$ cat src/rtl/onehot_result_tally.sv
// onehot_result_tally
//   Consumer of the dual 2-to-4 decoder/mux stage. Accepts the 4-bit
//   `result` word on a valid/ready handshake. It classifies the word as
//   one-hot, all-zero or multi-hot. It keeps saturating counters of what it has seen.
//
// Handshake (valid/ready): a word transfers on a rising edge where
//   res_valid && res_ready. The producer holds res_valid and res_in
//   stable until that edge. res_ready is high only in IDLE with no clear
//   pending. res_in is a don't-care whenever it is not being accepted.
//
// Ports
//   clk, rst_n        clock, synchronous active-low reset
//   res_in/res_valid  incoming result word and its valid
//   res_ready         block can accept a word this cycle
//   clr               clear all counters and err_flag (taken only in IDLE)
//   code/code_valid   last one-hot code, 1-cycle update pulse
//   zero_seen         1-cycle pulse: last word was all-zero
//   err_flag          sticky: multi-hot word seen since reset/clear
//   rd_sel/rd_cnt     combinational read of hit counter [rd_sel]
//   zero_cnt/err_cnt  all-zero and multi-hot word counts
//   dbg_state         current FSM state encoding
module onehot_result_tally #(
    parameter int CNT_W = 8
) (
    input  logic             clk,
    input  logic             rst_n,
    input  logic [3:0]       res_in,
    input  logic             res_valid,
    output logic             res_ready,
    input  logic             clr,
    output logic [1:0]       code,
    output logic             code_valid,
    output logic             zero_seen,
    output logic             err_flag,
    input  logic [1:0]       rd_sel,
    output logic [CNT_W-1:0] rd_cnt,
    output logic [CNT_W-1:0] zero_cnt,
    output logic [CNT_W-1:0] err_cnt,
    output logic [2:0]       dbg_state
);

    typedef enum logic [2:0] {
        S_IDLE  = 3'd0,
        S_CAPT  = 3'd1,
        S_CLASS = 3'd2,
        S_UPD   = 3'd3,
        S_CLEAR = 3'd4
    } state_t;

    typedef enum logic [1:0] {
        C_ONE  = 2'd0,
        C_ZERO = 2'd1,
        C_ERR  = 2'd2
    } cls_t;

    localparam logic [CNT_W-1:0] CNT_MAX = {CNT_W{1'b1}};

    state_t           state, next_state;
    logic [3:0]       cap_reg;
    cls_t             cls;
    logic [1:0]       enc;
    logic [1:0]       idx;
    logic [CNT_W-1:0] hit_cnt [4];

    logic             accept;
    logic [2:0]       pop;
    cls_t             cls_d;
    logic [1:0]       enc_d;

    assign res_ready = (state == S_IDLE) && !clr;
    assign accept    = res_valid && res_ready;
    assign rd_cnt    = hit_cnt[rd_sel];
    assign dbg_state = state;

    // State register
    always_ff @(posedge clk) begin
        if (!rst_n) state <= S_IDLE;
        else        state <= next_state;
    end

    // Next-state logic; clr has priority over res_valid in IDLE
    always_comb begin
        next_state = state;
        case (state)
            S_IDLE: begin
                if (clr)            next_state = S_CLEAR;
                else if (res_valid) next_state = S_CAPT;
            end
            S_CAPT:  next_state = S_CLASS;
            S_CLASS: next_state = S_UPD;
            S_UPD:   next_state = S_IDLE;
            S_CLEAR: if (idx == 2'd3) next_state = S_IDLE;
            default: next_state = S_IDLE;
        endcase
    end

    // Classification of the captured word
    always_comb begin
        pop   = {2'b00, cap_reg[0]} + {2'b00, cap_reg[1]}
              + {2'b00, cap_reg[2]} + {2'b00, cap_reg[3]};
        enc_d = 2'd0;
        case (cap_reg)
            4'b0010: enc_d = 2'd1;
            4'b0100: enc_d = 2'd2;
            4'b1000: enc_d = 2'd3;
            default: enc_d = 2'd0;
        endcase
        if (pop == 3'd1)      cls_d = C_ONE;
        else if (pop == 3'd0) cls_d = C_ZERO;
        else                  cls_d = C_ERR;
    end

    // Datapath: capture, classify, update, clear
    always_ff @(posedge clk) begin
        if (!rst_n) begin
            cap_reg    <= 4'b0000;
            cls        <= C_ZERO;
            enc        <= 2'd0;
            idx        <= 2'd0;
            code       <= 2'd0;
            code_valid <= 1'b0;
            zero_seen  <= 1'b0;
            err_flag   <= 1'b0;
            zero_cnt   <= '0;
            err_cnt    <= '0;
            for (int i = 0; i < 4; i++) hit_cnt[i] <= '0;
        end else begin
            // Pulses default low; only the UPD edge raises them
            code_valid <= 1'b0;
            zero_seen  <= 1'b0;
            case (state)
                S_IDLE: begin
                    if (accept) cap_reg <= res_in;
                    if (clr)    idx     <= 2'd0;
                end
                S_CLASS: begin
                    cls <= cls_d;
                    enc <= enc_d;
                end
                S_UPD: begin
                    case (cls)
                        C_ONE: begin
                            if (hit_cnt[enc] != CNT_MAX) hit_cnt[enc] <= hit_cnt[enc] + 1'b1;
                            code       <= enc;
                            code_valid <= 1'b1;
                        end
                        C_ZERO: begin
                            if (zero_cnt != CNT_MAX) zero_cnt <= zero_cnt + 1'b1;
                            zero_seen <= 1'b1;
                        end
                        default: begin
                            if (err_cnt != CNT_MAX) err_cnt <= err_cnt + 1'b1;
                            err_flag <= 1'b1;
                        end
                    endcase
                end
                S_CLEAR: begin
                    // One hit counter per cycle; the shared counters go on the last step
                    hit_cnt[idx] <= '0;
                    idx          <= idx + 2'd1;
                    if (idx == 2'd3) begin
                        zero_cnt <= '0;
                        err_cnt  <= '0;
                        err_flag <= 1'b0;
                    end
                end
                default: ;
            endcase
        end
    end

endmodule

$ cat config.mk
export PLATFORM = sky130hd
export DESIGN_NAME = onehot_result_tally
export DESIGN_NICKNAME = d
export VERILOG_FILES = /design/src/rtl/onehot_result_tally.sv
export SDC_FILE = /design/constraint.sdc
export NUM_CORES = 1
export LEC_CHECK = 0
export ABC_AREA = 0
export BUFFER_PORTS_ARGS = -buffer_cell sky130_fd_sc_hd__buf_2
export CAP_MARGIN = 25
export CELL_PAD_IN_SITES_DETAIL_PLACEMENT = 0
export CELL_PAD_IN_SITES_GLOBAL_PLACEMENT = 1
export CORE_ASPECT_RATIO = 1.1
export CORE_MARGIN = 2
export CORE_UTILIZATION = 46
export CTS_BUF_LIST = sky130_fd_sc_hd__clkbuf_8 sky130_fd_sc_hd__clkbuf_16
export DETAILED_ROUTE_END_ITERATION = 10
export PLACE_DENSITY_LB_ADDON = 0.1
export SKIP_CTS_REPAIR_TIMING = 1
export SYNTH_ARGS = -nofsm -noshare
export SYNTH_HDL_FRONTEND = slang
export SYNTH_SLANG_ARGS = --single-unit
$ cat constraint.sdc
create_clock -name clk -period 2.71 [get_ports clk]
set_input_delay 0.1355 -clock clk [delete_from_list [all_inputs] [get_ports clk]]
set_output_delay 0.1355 -clock clk [all_outputs]
set_load 0.005 [all_outputs]
[Word-level counts from Yosys, hierarchy flattened]
Memories as Yosys holds them, arrays and structs flattened. A register that Yosys moved wholly into a read port is not among the register bits.
Index checks and enable logic that the tools add are counted.
Storage, ports and cells
  memories: 1
  RAM bits: 32
  logic and storage cells: 96
  output and inout port bits: 33
  flip-flop bits (word level): 34
Operators by class
  mux-type cells: 38
  add/sub/neg operators: 7
  reductions and logical operators: 19
  equal/unequal tests: 20
Memory list
  hit_cnt: words 4, width 8, rd ports 2, clocked after Yosys merged registers in 1, write ports 4, RTL line 63  | logic [CNT_W-1:0] hit_cnt [4];
Operator list (count)
  2-to-1 mux 8 bit: 7
  case mux 8 bit (2 select lines): 2
  adder 8 x 1 -> 8 bit, second input constant: 3
  inequality test 8 bit, second input constant: 3
  OR reduction 8 bit: 2
  2-to-1 mux 1 bit: 15
  2-to-1 mux 2 bit: 7
  inequality test 2 bit, second input constant: 6
  case mux 3 bit (4 select lines): 1
  AND reduction 2 bit: 5
  2-to-1 mux 3 bit: 3
  AND reduction 4 bit: 2
  equality test 3 x 1 -> 1 bit, second input constant: 2
  equality test 3 x 2 -> 1 bit, second input constant: 2
  logical NOT 3 bit: 2
  case mux 2 bit (3 select lines): 1
  equality test 4 x 2 -> 1 bit, second input constant: 1
  equality test 4 x 3 -> 1 bit, second input constant: 1
  equality test 4 bit, second input constant: 1
  case mux 2 bit (2 select lines): 1
  nonzero test 2 bit: 2
  adder 2 x 1 -> 3 bit: 1
  adder 3 x 1 -> 3 bit: 1
  equality test 3 bit, second input constant: 1
  11 further kinds: 12

[Longest topological paths before layout]
Gate-level depths: netlist of run 1.
  word-level depth: 9
  gate-level depth with buffers: 9
  depth with buffers taken out: 9

[Least setup slack after synthesis of run 1]
Ideal clock, no wire load.
  kind: reg-to-reg
  start point: register (tool-made name)
  end point: memory hit_cnt[2][0] (enable)
  setup slack: 0.367 ns
  clock period less this slack: 2.343 ns
  required time: 2.381 ns
  cell stages (with the launch flop): 8
  arrival: 2.014 ns
  path through: dfxtp_1 -> buf_6 -> mux4_1 -> ha_1 -> and3_4 -> o211ai_2 -> nand3b_4 -> nand2_1
RTL lines (RTL line)
  end, declared: 63

==> results of run 1 <==
[per-layer routing]
layer / vias to the layer above / share of wire (%) / track usage, %
met5: - / 0 / 0
met4: 0 / 1.7 / 6.282
met3: 11 / 3.3 / 4.031
met2: 56 / 50 / 31.88
met1: 1234 / 45 / 24.35
li1: 1242 / - / -
[power groups by stage]
| stage | Combinational [mW] | Clock [mW] | Sequential [mW] |
|---|---|---|---|
| after floorplan | 0.138 | 0 | 1.15 |
| after CTS | 0.185 | 0.922 | 1.15 |
| after global routing | 0.204 | 0.972 | 1.15 |
| after detailed placement | 0.185 | 0 | 1.17 |
| after global placement | 0.184 | 0 | 1.17 |
| final | 0.184 | 0.905 | 1.15 |
[stage by stage]
| stage | utilization [%] | hold WS (ps) | cell area, um2 | worst slack (ps) | power, mW |
|---|---|---|---|---|---|
| after CTS | 54.86 | 31.76 | 4100 | 197.4 | 2.254 |
| after global routing | 54.86 | 47.90 | 4100 | 95.72 | 2.327 |
| after floorplan | - | 283.0 | 3560 | 366.8 | 1.290 |
| final | 54.86 | 48.27 | 4100 | 200.1 | 2.235 |
| after global placement | 52.00 | 394.2 | 3886 | 285.5 | 1.352 |
| after detailed placement | 52.00 | 404.7 | 3886 | 207.2 | 1.354 |
[Yosys cell counts, drive strengths merged (2+ instances only)]
cell | n | area [um2]
a22oi | 2 | 15.01
inv | 17 | 63.81
mux4 | 16 | 371.6
a211oi | 5 | 37.54
nor3b | 3 | 38.79
dfxtp | 36 | 720.7
a21oi | 19 | 117.6
o211ai | 3 | 55.05
nor2b | 2 | 12.51
a2111oi | 2 | 23.77
nand3 | 18 | 90.09
mux2i | 4 | 40.04
xnor2 | 15 | 131.4
a31oi | 3 | 18.77
nor4 | 2 | 18.77
and3 | 2 | 17.52
nor3 | 7 | 40.04
ha | 8 | 100.1
or3b | 2 | 17.52
edfxtp | 32 | 960.9
nand4 | 2 | 12.51
nand2 | 23 | 107.6
clkbuf | 7 | 27.52
nand2b | 2 | 15.02
and4bb | 3 | 41.29
nor2 | 50 | 190.2
buf | 6 | 40.04
o21ai | 3 | 18.76
[cell type report]
| cell class | count | area (um2) |
|---|---|---|
| clock buffers | 9 | 123.9 |
| clock inverters | 7 | 90.09 |
| fillers | 659 | 3373 |
| inverters | 18 | 67.56 |
| multi-input cells | 214 | 1743 |
| flip-flops and latches | 68 | 1682 |
| well taps | 105 | 131.4 |
| repair buffers | 49 | 262.8 |
[worst paths after layout]
kind / start / to / slack (ps) / cells past startpoint
max reg2reg: flop / hit_cnt[2][0] / 200 / 6
min reg2reg: cap_reg[0] / cap_reg[0] / 470 / 2
min: res_in[0] / cap_reg[0] / 50 / 3
max: flop / hit_cnt[2][0] / 200 / 6
[cell families (layout without fill, tap and decap cells)]
group,count (synthesis),after routing,synth area share (%)
AO/OA/AOI/OAI,47,47,11.28
XOR/XNOR,16,16,3.937
adder cells (fa/ha/maj),9,9,3.374
buffers and inverters,31,83,3.796
flip-flops,68,68,47.24
multiplexers,20,20,11.56
AND/OR/NAND/NOR,122,122,18.81
[worst reg2reg max path, delay by kind of cell, from the launching register on]
family	cells	cell delay, ps
and+or+nand+nor	3	700
muxes	1	680
DFF	1	430
adders and majority gates	1	270
AOI/OAI and AO/OA	1	100
==> run summary, run 1 <==
Average wire per cell in the routed design: 15.89 um. The gate count after technology mapping came out at 313. The nature of the critical path startpoint was a flop. The tools report the number of top-level pins as 43. The cell type group with the largest total delay on the critical path is simple AND/OR/NAND/NOR gates. After clock tree synthesis, the clock-pin slew on the worst setup and hold paths is 70 ps.

Number of nets in the synthesized netlist: 332. Counting distinct cell types in the post-synthesis netlist gives 68. The tools report the number of max-slew violations in the final report as 0. The Yosys step of the flow raised 0 warnings. The power density normalized to cell area came out at 545.0 mW/mm2.

The net count reported at finish came out at 379. The clock passes through at most 2 buffers. The die covers 0.008459 mm2.

The clock net in this run drives a total of 68 sinks. The final worst-path cycle share works out to 92.62%. The required arrival time at the worst endpoint came out at 2720 ps. Counting the buffers created by CTS gives 9.

The accumulated negative setup slack came out at 0 ps. The max-cap violation count was 0; the share of layout cells above drive strength 1 was 27.95%. The global routing usage summed across all routing layers was 18.97%; the initial core utilization was 47.63%.

The share of the Yosys chip area taken by registers is 47.24%. The run finished with clean final reports. STA classifies the critical path endpoint as a flop. Number of hold-slack violations in the final timing report: 0. The min-delay analysis places its worst path in the category input pin to flop. The commonest register cell after synthesis is sky130_fd_sc_hd__dfxtp_1. The number of antenna diodes in the final layout is 0. The tools report the combinational cell fraction of total power as 8.2%. The first detailed-routing pass took 6 iterations.

The clock network burns 40.5% of the power. From left edge to right edge, the die measures 87.88 um. Setup repair after global routing left no endpoint under its margin. After global routing the overflow that remains totals 0. Clock skew on the completed layout was measured at 8.113 ps.

After legalization and detailed placement, the total HPWL measured 5677 um. Delay contributed by the slowest stage of the critical path: 680 ps. TritonCTS built the clock tree. The first global-routing pass estimated 12,200 um of wire. In the final layout, the registers with the most flip-flops are hit_cnt x32, err_cnt x8, zero_cnt x8. The library cell used most frequently in the layout, excluding fill and tap cells, is sky130_fd_sc_hd__nor2_1. The detail-routed via count per cell works out to 5.411. The critical path is of the flop to flop type. Relative to the synthesized area, the layout overhead comes to 15.18%. The detail route stage leaves a number of antenna-violating nets equal to 0. Summing over every cut layer, the via total after detailed routing is 2,543. The register with the most flip-flops in the layout has 32 of them. The number of antenna violations at the first check in global routing is 0.

The violation count after the first detailed-routing iteration is 160. The slowest library cell on the worst path is sky130_fd_sc_hd__mux4_1. The routed design could run at a clock period as short as 2510 ps. The register share of total power is 51.3%, and the number of global-route vias before repair is 2,414. The count of port buffers added during placement works out to 42. Relative max-transition margin: 54.87%.

Entering global routing, the biggest net connects 20 pins. Clock latency on the worst-skew pair, taken at its later pin, is 340 ps. The number of enable-type register cells in the synthesized netlist is 32, and the leakage power total is 1.536 nW. The tools report the instance count after placement with tap cells included as 454. The vertical die dimension is 96.26 um, and the core outline area is 0.007473 mm2. The number of buffer and inverter instances along the worst setup path works out to 0. In this run the mean area of a mapped cell was 11.37 um2.

After synthesis, the share of flip-flops with an asynchronous set or reset is 0%. Net switching is 23.51% of the power. The H-tree depth reported by CTS is 3, and the post-synthesis instance area is 0.003560 mm2. The library cells used most frequently in the layout, excluding fill and tap cells, are sky130_fd_sc_hd__nor2_1 (49), sky130_fd_sc_hd__buf_2 (42), sky130_fd_sc_hd__dfxtp_1 (36). The tools report the peak clock frequency supported by timing as 398.4 MHz.

Internal power comes to 1.709 mW. The endpoint arrival time on the critical path is 2520 ps, and the number of rows in the core area is 33. The final weighted congestion of routability-driven global placement came out at 0.8613. CTS placed an instance of sky130_fd_sc_hd__clkbuf_8 at the clock tree root.

The transition time at the pin with the least slew margin was 677.0 ps. Along the worst path, the maximum fanout reaches 9. Summed over all nets, the switching power comes to 0.5254 mW. The worst-case IR drop observed on VDD is 385.0 uV.

Traced cell by cell, the critical path runs through mux4_1, ha_1, and3_4, o211ai_2, nand3b_4, nand2_1. The count of placed standard cells in the final layout, fillers left out was 470. Ranked by flip-flop count, first place goes to hit_cnt.

Synthesis inferred 68 register bits. Setup violations remaining at the end of the flow were counted as 0. The routed design has 7468 um of wire.

After detailed routing, the number of remaining DRC violations is 0.
Power figures use the tool's default switching activity.
==> run 2, diff against run 1 <==
- ABC_AREA: 0 -> 1
- CORE_UTILIZATION: 46 -> 43
==> run 2 against run 1 <==
Critical path depth up 8. Routed wire length is 22% higher. Register-to-register slack better by 100 ps. Largest power group unchanged.
==> run summary, run 2 <==
The xor and xnor fraction of the mapped netlist area works out to 2.200%. The worst setup path is of the flop to flop kind. Clock latency on the worst-skew pair, taken at its later pin, is 360 ps. For the required arrival time at the worst endpoint, the log shows 2740 ps. For the violation count after the first detailed-routing iteration, the log shows 200. The post-synthesis share of cell area spent on and, or, nand and nor gates came out at 29.44%.

TritonCTS built the clock tree. Counting every net in the synthesized netlist gives 457. Port buffering added 42 buffers.

Summing the sequential cell areas from Yosys gives 46.94% of the chip area. The number of endpoints failing setup at the final stage was 0; the average wire per cell in the routed design was 15.25 um. Global routing finished with a remaining overflow of 0. The worst path in the final design needs a cycle of 2409 ps, including I/O delays and setup. For this run, the number of Yosys warnings is 0. The share of cell area taken by muxes after synthesis came out at 0%. hit_cnt holds more flip-flops than any other register. For the final routed database, the setup TNS stands at 0 ps. Global routing used 21.43% of the available tracks. The power density normalized to cell area was 592.5 mW/mm2. The logs give 2,952 for the number of global-route vias before repair and 0 for the number of remaining DRC errors.

After synthesis, the most frequently instantiated cells are sky130_fd_sc_hd__nand2_1 (90), sky130_fd_sc_hd__nor2_1 (69), sky130_fd_sc_hd__inv_1 (44). The vertical die dimension was 99.73 um. The final layout contains routed wiring with a total length of 9147 um.

The largest registers in the layout are hit_cnt x32, err_cnt x8, zero_cnt x8. The run gives 3 as the H-tree depth reported by CTS. A synthesized cell averages 8.179 um2. For this design the static power due to leakage is 1.781 nW. The share of layout cells above drive strength 1 came out at 19.51%. The delay contributed by the slowest stage of the critical path is 450 ps, and the total iterations of the first detailed-routing run is 5. The share of synthesized area in the top cell type comes to 26.83%. Traced cell by cell, the critical path runs through buf_4, nand2_1, nand3_1, nand2_1, inv_1, ha_1, nand3_2, nor2_2, nand3_4, nand4_2, nand2_4, inv_2, nand2_4, nand2_1. In this run the tightest slew margin relative to its limit is 64.22%.

For the final weighted congestion of routability-driven global placement, the log shows 0.9060. In the layout the commonest cells are sky130_fd_sc_hd__nand2_1 (90), sky130_fd_sc_hd__nor2_1 (69), sky130_fd_sc_hd__inv_1 (44). The synthesized-area fraction occupied by ao, oa, aoi and oai cells was 10.65%.

The worst setup path is captured at a flop. The net count reported at finish came out at 506. Yosys instantiated no cell more often than sky130_fd_sc_hd__nand2_1. Entering global routing, the biggest net connects 18 pins.

The min-delay analysis places its worst path in the category input pin to flop. The number of top-level pins was 43; the number of buffers on the longest clock path was 2. The first global-routing pass estimated 14,950 um of wire. After synthesis the cells add up to 0.003582 mm2. The synthesized netlist devotes 3.353% of its cell area to adder and majority cells. The tool flagged a number of max-cap violations equal to 0. The clock-pin slew on the worst setup and hold paths was 80 ps.

Summed over all instances, the cell type with the most area after synthesis is sky130_fd_sc_hd__edfxtp_1. The tree built by TritonCTS fans out to 68 sinks. The logs give 0 for the number of antenna violations at the first check in global routing and 2.430 mW for the total power of the final layout. For the number of diodes added for antenna fixing, the log shows 0. The register with the most flip-flops in the layout has 32 of them. The cell that appears most often on the critical path is sky130_fd_sc_hd__nand2_1. Synthesis instantiated 41 different standard cells from the library. For this run, the top clock speed supported by timing is 415.2 MHz. VDD sags by at most 339.9 uV. The post-detailed-placement half-perimeter wirelength came out at 7081 um. The run gives 0 as the number of max-slew violations in the final report. After detailed routing, the number of vias per cell comes to 5.083. The cell type group with the largest total delay on the critical path was simple AND/OR/NAND/NOR gates.

For the final database, setup skew stands at 12.16 ps. Together, buffers and inverters on the worst path number 3. The synthesized design contains 32 enable-type register cells. The worst path uses 88.88% of the clock period. Slowest library cell on the worst path: sky130_fd_sc_hd__dfxtp_1.

The die covers 0.009077 mm2. The initial core utilization was 44.79%; the gate count after technology mapping was 438. Nature of the critical path startpoint: a flop. The number of vias after detailed routing is 3,050, and the number of hold-slack violations in the final timing report is 0. Along the worst path, the maximum fanout reaches 9. After synthesis, the share of flip-flops with an asynchronous set or reset is 0%. The run finished with clean final reports.

Commonest register cell after synthesis: sky130_fd_sc_hd__dfxtp_1. At the pin with the least slew margin, the transition time is 534.8 ps. Setup repair after global routing left no endpoint under its margin.

After synthesis the netlist holds a flip-flop and latch count of 68. By area the synthesized netlist is led by sky130_fd_sc_hd__edfxtp_1 (27%), sky130_fd_sc_hd__dfxtp_1 (20%), sky130_fd_sc_hd__nand2_1 (9.4%). The detail route stage leaves a number of antenna-violating nets equal to 0. The total clock buffers created by CTS came out at 9.

The floorplan die width is 91.03 um. STA puts the critical path data arrival time at 2440 ps. The most frequent standard cell in the layout excluding fill and tap cells was sky130_fd_sc_hd__nand2_1.

From synthesis to final layout, the design area changed by 14.50%. The floorplan step defined a core boundary enclosing 0.007998 mm2. The number of rows in the core area is 34, and the final cell utilization of the core is 51.28%. Combinational family with the most area after synthesis: simple AND/OR/NAND/NOR gates. The root buffer cell chosen for the clock tree is sky130_fd_sc_hd__clkbuf_8.
-- run 2: cell types whose count changed in the layout (fill, tap and decap cells not counted), moves of 6 or more --
cell                      before  now
sky130_fd_sc_hd__xor2_1        1    7
sky130_fd_sc_hd__nand3_1      18   24
sky130_fd_sc_hd__xnor2_1      15    2
sky130_fd_sc_hd__mux4_2       13    0
sky130_fd_sc_hd__o22ai_1       0    7
sky130_fd_sc_hd__o21ai_0       1   31
sky130_fd_sc_hd__inv_1        17   44
sky130_fd_sc_hd__nor2_1       49   69
sky130_fd_sc_hd__a21oi_1      17   23
sky130_fd_sc_hd__nand2_1      20   90
sky130_fd_sc_hd__nand4_1       2    8
-- run 2: worst paths after layout --
| kind | startpoint | end | slack [ps] | cells past startpoint |
|---|---|---|---|---|
| setup / recovery | flop | hit_cnt[2][4] | 300 | 14 |
| hold reg to reg | err_cnt[4] | err_cnt[4] | 470 | 2 |
| setup reg to reg | flop | hit_cnt[2][4] | 300 | 14 |
| hold / removal | res_in[1] | cap_reg[1] | 60 | 3 |
-- run 2: where the power goes --
group	leakage (nW)	total, mW	internal (mW)	switching [mW]
registers	0.624	1.21	1.15	0.0604
clock network	0.101	0.882	0.438	0.445
logic	1.06	0.341	0.118	0.223
-- run 2: stage by stage --
| stage | hold slack [ps] | worst slack [ps] | cells | cell area [um2] |
|---|---|---|---|---|
| 3_3_place_gp | 413.2 | 372.0 | 584 | 3896 |
| 4_1_cts | 40.46 | 293.5 | 600 | 4101 |
| 3_5_place_dp | 419.7 | 302.7 | 584 | 3896 |
| 6_report | 56.74 | 301.3 | 600 | 4101 |
| 2_1_floorplan | 316.8 | 286.0 | 438 | 3582 |
| 5_1_grt | 72.73 | 136.9 | 600 | 4101 |
-- run 2: area by class of cell --
cell class              instances  area (um2)
clock buffers                   9       123.9
inverters                      50       196.4
flip-flops and latches         68        1682
clock inverters                 7       81.33
repair buffers                 47       247.7
well taps                     108       135.1
fillers                       830        3896
multi-input cells             311        1635
-- run 2: routing by layer --
| layer | vias to the layer above | share of wire [%] | GRT usage (%) |
|---|---|---|---|
| met5 | - | 0 | 0 |
| met4 | 0 | 3.2 | 9.790 |
| met3 | 20 | 4.2 | 4.621 |
| met2 | 75 | 51 | 38.12 |
| met1 | 1412 | 42 | 24.67 |
| li1 | 1543 | - | - |
-- run 2: cells by family (layout without fill, tap and decap cells) --
group | count (synthesis) | count (layout)
compound gates | 70 | 70
xor+xnor | 9 | 9
fa+ha+maj | 9 | 9
buf+inv | 59 | 113
flops | 68 | 68
simple gates | 223 | 223
-- run 2: worst min-delay path, stage by stage --
cell and delay, ps:
sky130_fd_sc_hd__buf_2 70, sky130_fd_sc_hd__o21ai_0 70, sky130_fd_sc_hd__a21oi_1 100
